`src/rtl/btn_repeat_ctrl.sv`:
```
// btn_repeat_ctrl: per-channel button debouncer with press pulse and auto-repeat
// Ports:
//   clk        system clock, all state updates on rising edge
//   rst        synchronous active-high reset
//   btn        raw asynchronous active-high buttons, one bit per channel
//   repeat_en  per-channel auto-repeat enable
//   out_btn    registered one-cycle action pulses (press plus repeats)
//   btn_level  registered debounced button level
module btn_repeat_ctrl #(
    parameter int N_BTN           = 4,
    parameter int DEBOUNCE_CYCLES = 500000,
    parameter int REPEAT_DELAY    = 15000000,
    parameter int REPEAT_RATE     = 5000000
) (
    input  logic             clk,
    input  logic             rst,
    input  logic [N_BTN-1:0] btn,
    input  logic [N_BTN-1:0] repeat_en,
    output logic [N_BTN-1:0] out_btn,
    output logic [N_BTN-1:0] btn_level
);
    localparam int MAX_AB = (DEBOUNCE_CYCLES > REPEAT_DELAY) ? DEBOUNCE_CYCLES : REPEAT_DELAY;
    localparam int MAX_C  = (MAX_AB > REPEAT_RATE) ? MAX_AB : REPEAT_RATE;
    localparam int W      = (MAX_C > 1) ? $clog2(MAX_C) : 1;
    localparam logic [W-1:0] DEB_LAST  = W'(DEBOUNCE_CYCLES - 1);
    localparam logic [W-1:0] DLY_LAST  = W'(REPEAT_DELAY - 1);
    localparam logic [W-1:0] RATE_LAST = W'(REPEAT_RATE - 1);

    typedef enum logic [1:0] {IDLE, DELAY, REPEAT} state_t;

    logic [N_BTN-1:0] sync1, sync2, level_n, pulse_n;
    logic [W-1:0]     dcnt [N_BTN];
    logic [W-1:0]     dcnt_n [N_BTN];
    logic [W-1:0]     tmr [N_BTN];
    logic [W-1:0]     tmr_n [N_BTN];
    state_t           state [N_BTN];
    state_t           state_n [N_BTN];

    always_ff @(posedge clk) begin
        if (rst) begin
            sync1     <= '0;
            sync2     <= '0;
            btn_level <= '0;
            out_btn   <= '0;
            for (int i = 0; i < N_BTN; i++) begin
                dcnt[i]  <= '0;
                tmr[i]   <= '0;
                state[i] <= IDLE;
            end
        end else begin
            sync1     <= btn;
            sync2     <= sync1;
            btn_level <= level_n;
            out_btn   <= pulse_n;
            dcnt      <= dcnt_n;
            tmr       <= tmr_n;
            state     <= state_n;
        end
    end

    // The FSM reacts to the next debounced level so the press pulse and the
    // release land on the same edge as the btn_level change.
    always_comb begin
        level_n = btn_level;
        pulse_n = '0;
        dcnt_n  = dcnt;
        tmr_n   = tmr;
        state_n = state;
        for (int i = 0; i < N_BTN; i++) begin
            if (sync2[i] == btn_level[i]) begin
                dcnt_n[i] = '0;
            end else if (dcnt[i] == DEB_LAST) begin
                level_n[i] = sync2[i];
                dcnt_n[i]  = '0;
            end else begin
                dcnt_n[i] = dcnt[i] + W'(1);
            end
            case (state[i])
                IDLE: begin
                    if (level_n[i] && !btn_level[i]) begin
                        pulse_n[i] = 1'b1;
                        state_n[i] = DELAY;
                        tmr_n[i]   = '0;
                    end
                end
                DELAY, REPEAT: begin
                    // release outranks a coinciding timer expiry
                    if (!level_n[i]) begin
                        state_n[i] = IDLE;
                        tmr_n[i]   = '0;
                    end else if (!repeat_en[i]) begin
                        state_n[i] = DELAY;
                        tmr_n[i]   = '0;
                    end else if (tmr[i] == ((state[i] == DELAY) ? DLY_LAST : RATE_LAST)) begin
                        pulse_n[i] = 1'b1;
                        state_n[i] = REPEAT;
                        tmr_n[i]   = '0;
                    end else begin
                        tmr_n[i] = tmr[i] + W'(1);
                    end
                end
                default: begin
                    state_n[i] = IDLE;
                    tmr_n[i]   = '0;
                end
            endcase
        end
    end
endmodule

```
`config.mk`:
```
export PLATFORM = sky130hd
export DESIGN_NAME = btn_repeat_ctrl
export DESIGN_NICKNAME = d
export VERILOG_FILES = /design/src/rtl/btn_repeat_ctrl.sv
export SDC_FILE = /design/constraint.sdc
export NUM_CORES = 1
export LEC_CHECK = 0
export ABC_AREA = 1
export BUFFER_PORTS_ARGS = -buffer_cell sky130_fd_sc_hd__buf_4
export CAP_MARGIN = 30
export CORE_MARGIN = 2
export CORE_UTILIZATION = 40
export DETAILED_ROUTE_END_ITERATION = 7
export MAX_ROUTING_LAYER = met4
export PLACE_DENSITY = 0.57
export SLEW_MARGIN = 20
export SYNTH_ARGS = -nofsm -noshare
export SYNTH_HDL_FRONTEND = slang
export SYNTH_SLANG_ARGS = --single-unit
```
`constraint.sdc`:
```
create_clock -name clk -period 2.4 [get_ports clk]
set_clock_uncertainty 0.1 [all_clocks]
set_input_delay 0.12 -clock clk [delete_from_list [all_inputs] [get_ports clk]]
set_output_delay 0.12 -clock clk [all_outputs]
set_load 0.03 [all_outputs]
```
==> Implementation_results.wiki <==
{| class="wikitable"
! Metric !! Value
|-
| Run status || finished, final reports clean
|-
| Number of failing hold endpoints at the final stage || 0
|-
| Number of violations reported at the end of detailed-routing iteration 0 || 616
|-
| Design Power || just under 0.008 W
|-
| Worst slew margin relative to its limit || approximately 69%
|-
| Count of cells along the worst register-to-register path || 10
|-
| GRT Residual Overflow || 0
|-
| Syn-to-layout area delta || 12.75%
|-
| Area of the core || 29720 sq um
|-
| Hold Path Class || flip-flop to flip-flop
|-
| Transition time of the tightest slew-check pin || 0.4636 ns
|-
| Vertical die dimension || about 180 microns
|-
| Number of pins with negative max-slew slack in the final report || 0
|-
| Switching power as a share of total power || between 20% and 30%
|-
| CP Launch Point || dcnt[0]$_SDFF_PP0_
|-
| Critical path endpoint category || flip-flop
|-
| Antenna diode count || 0
|-
| Biggest fanout along the worst timing path || 20
|-
| Storage cell area || ~4300 sq um
|-
| Routed length per placed instance || approximately 12 microns
|-
| Pint || approximately 0.006 W
|-
| Final Instance Area || around 14000 sq um
|-
| Area occupied by multi-input gates || 6569 sq um
|-
| Gate count of the mapped netlist || ~1900
|-
| Areal power density over the cells || 577.1 nW/um^2
|-
| Remaining number of nets flagged by the antenna check after routing || 0
|-
| Global-route total usage across every layer || a little under a fifth
|-
| Logic gate share of total power || 5.6%
|-
| Ys Warns || 0
|-
| Power dissipated by switching net loads || 0.001859 W
|-
| Maximum buffer depth of the clock tree || 3
|-
| Syn nets || approximately 1900
|-
| Crit Path Category || flip-flop to flip-flop
|-
| Clk pin slew, worst setup/hold paths || approximately 0.06 ns
|-
| Relative contribution of sequential cells to total power || 46.3%
|-
| Effective utilization at floorplan || 40.72%
|-
| Time the final worst path needs with I/O delays and setup || roughly 2.2 ns
|-
| Input/output buffers || 17
|-
| Routability cong. || 0.8784
|-
| Vias in the first global route || between 10000 and 15000
|-
| Width of the chip || between 150 and 200 microns
|-
| Most common flop cell mapped by yosys || sky130_fd_sc_hd__dfxtp_1
|-
| TNS Setup || 0 ns
|-
| Worst EP arrival || between 2 and 2.5 ns
|-
| Total of max-cap violations || 0
|-
| PostCTS Resize Cnt || 0
|-
| RSZ-0062 raised after global routing || no
|-
| Total wirelength of the detailed-routed design || about 28 mm
|-
| Origin of the worst min-delay path || sync1[2]$_SDFF_PP0_
|-
| Yosys top cell by area || sky130_fd_sc_hd__dfxtp_1
|-
| Initial antenna violation count || 0
|-
| Post-detailed-route DRC marker count || 0
|-
| Global-route wire length before repair || around 48 mm
|-
| Die footprint || ~32000 sq um
|-
| Final cycle utilization of the critical path || between 80% and 90%
|-
| Leading cell types by count after synthesis || 451 x sky130_fd_sc_hd__nand2_1, 327 x sky130_fd_sc_hd__nor2_1, 228 x sky130_fd_sc_hd__inv_1
|-
| Final HPWL from detailed placement || slightly above 20 mm
|-
| Cell depth of the worst min-delay path || 2
|-
| Total setup violations reported at the end of the flow || 0
|-
| First-pass DRT Iterations || 5
|-
| Post-synthesis instance area || between 10000 and 15000 sq um
|-
| Number of flops mapped to enable cells by yosys || 0
|-
| Proportion of synthesized chip area in sequential cells || between 30% and 40%
|-
| Post-synth ARST share || 0%
|-
| Clk Latency, worst-skew pair || 0.53 ns
|-
| Post-CTS setup buffers || 0
|-
| Number of library cell types mapped by synthesis || 50
|-
| Startpoint kind of the worst setup timing path || flip-flop
|-
| Average footprint of a synthesized cell || 6.516 sq um
|-
| Standard cell area after detailed placement || ~13000 sq um
|-
| Cells taking the most area after synthesis || sky130_fd_sc_hd__dfxtp_1 36%, sky130_fd_sc_hd__nand2_1 14%, sky130_fd_sc_hd__nor2_1 10%, sky130_fd_sc_hd__inv_1 7.1%, sky130_fd_sc_hd__nand3_1 6.1%
|-
| Final core area utilization || around 46%
|-
| Critical R2R Launch || dcnt[0]$_SDFF_PP0_
|-
| H-tree levels || 1
|-
| Highest ir drop seen on vdd || 0.4383 mV
|-
| Share of power burned in the clock network || between 40% and 50%
|-
| Number of vias per cell || 4.840
|-
| Pin count of the biggest net entering global routing || 46
|-
| Most used standard cell by instance count after synthesis || sky130_fd_sc_hd__nand2_1
|-
| Layout Nets || about 1900
|-
| Data required time of the critical path || between 2 and 3 ns
|-
| Library cell used as clock root buffer || sky130_fd_sc_hd__clkbuf_16
|-
| Fraction of layout instances using a drive strength above 1 || under 10%
|-
| Number of flip-flops and latches in the synthesized netlist || approximately 220
|-
| Count of vias placed by the detailed router || 11190
|-
| Clock tree from TritonCTS || yes
|-
| F_max || 464.0 MHz
|-
| Num CTS Buffers || 26
|-
| Post-synth top area share || 35.74%
|-
| Static leakage || about 5.0 nW
|-
| Fill cell total of the finished layout || roughly 3100
|-
| Post-CTS Hold Buffers || 13
|-
| Count of boundary I/O pins || 18
|-
| Row count || 63
|-
| Sink Count || roughly 220
|}
metrics by stage:
stage,worst slack (ns),instances,hold WS (ns)
after global routing,0.06010,2312,0.3061
final,0.2446,2312,0.3007
after CTS,0.2442,2312,0.3007
after detailed placement,0.2517,2253,0.2336
after floorplan,0.5627,1857,0.1270
after global placement,0.3085,2253,0.2299
state kept, by name, indices dropped and copies added (netlist names):
name	flops
btn_level	4
sync1	4
state	8
dcnt	96
sync2	4
out_btn	4
tmr	96
cells by family after synthesis:
family                     synth area share [%]
xor gates and xnor gates                  3.764
AOI/OAI and AO/OA                         6.132
DFF                                       35.74
and+or+nand+nor                           42.32
buffers and inverters                     9.978
adders and majority gates                 2.068
final cells by class:
class,count,area share [%]
Timing Repair Buffer,55,3.632
Inverter,249,6.851
Tap cell,390,3.577
Clock inverter,10,0.3852
Clock buffer,36,5.713
Sequential cell,216,31.69
Multi-Input combinational cell,1356,48.15
cell usage in the layout (no fill, tap or decap), types with 5 or more instances in the layout:
master and count:
sky130_fd_sc_hd__nand2_1 451, sky130_fd_sc_hd__nor2_1 327, sky130_fd_sc_hd__inv_1 228, sky130_fd_sc_hd__dfxtp_1 216, sky130_fd_sc_hd__nand3_1 147, sky130_fd_sc_hd__a21oi_1 71
sky130_fd_sc_hd__nor3_1 68, sky130_fd_sc_hd__nand4_1 61, sky130_fd_sc_hd__xor2_1 45, sky130_fd_sc_hd__buf_4 38, sky130_fd_sc_hd__nor2_2 30, sky130_fd_sc_hd__o21ai_0 29
sky130_fd_sc_hd__clkbuf_16 27, sky130_fd_sc_hd__ha_1 20, sky130_fd_sc_hd__inv_2 19, sky130_fd_sc_hd__nand2_2 15, sky130_fd_sc_hd__dlygate4sd3_1 13, sky130_fd_sc_hd__nor3_2 10
sky130_fd_sc_hd__o21a_1 9, sky130_fd_sc_hd__clkinv_2 9, sky130_fd_sc_hd__o21ai_1 7, sky130_fd_sc_hd__xnor2_1 7, sky130_fd_sc_hd__or2_2 7, sky130_fd_sc_hd__clkbuf_8 7
sky130_fd_sc_hd__nor4_1 6, sky130_fd_sc_hd__nand3_2 5
layer usage:
metal	vias to the layer above	GRT usage [%]	wire length (microns)	share of wire (%)
li1	5994	-	-	-
met1	5018	24.60	13850	50
met2	144	29.83	12350	45
met3	33	2.421	901	3.3
met4	0	4.201	480	1.7
met5	-	-	0	0
critical path, cell delays in order (launching register included):
cell and delay [ns]:
sky130_fd_sc_hd__dfxtp_1 0.35, sky130_fd_sc_hd__ha_1 0.17, sky130_fd_sc_hd__nand2_1 0.10, sky130_fd_sc_hd__nor2_4 0.15
sky130_fd_sc_hd__nand3_2 0.10, sky130_fd_sc_hd__nor2_4 0.15, sky130_fd_sc_hd__nand4_4 0.10, sky130_fd_sc_hd__nand2_4 0.23
sky130_fd_sc_hd__nand2_4 0.14, sky130_fd_sc_hd__nand2_2 0.29, sky130_fd_sc_hd__o21ai_0 0.14
final timing paths:
check | slack, ns | end
worst min-delay path | 0.30 | sync2[2]$_SDFF_PP0_
worst max-delay path | 0.24 | state[1]$_SDFFE_PP0P_
worst max register to register | 0.24 | state[1]$_SDFFE_PP0P_
worst min register to register | 0.30 | sync2[2]$_SDFF_PP0_
power by group through the flow:
| stage | Combinational, W | Sequential [W] | Clock (W) |
|---|---|---|---|
| final | 0.000439 | 0.00364 | 0.00379 |
| after global routing | 0.000495 | 0.00365 | 0.00406 |
| after CTS | 0.000446 | 0.00364 | 0.00392 |
| after detailed placement | 0.000429 | 0.00372 | 0 |
| after global placement | 0.000423 | 0.00372 | 0 |
| after floorplan | 0.000341 | 0.00372 | 0 |
No activity file was read; power rests on OpenSTA's default activity.
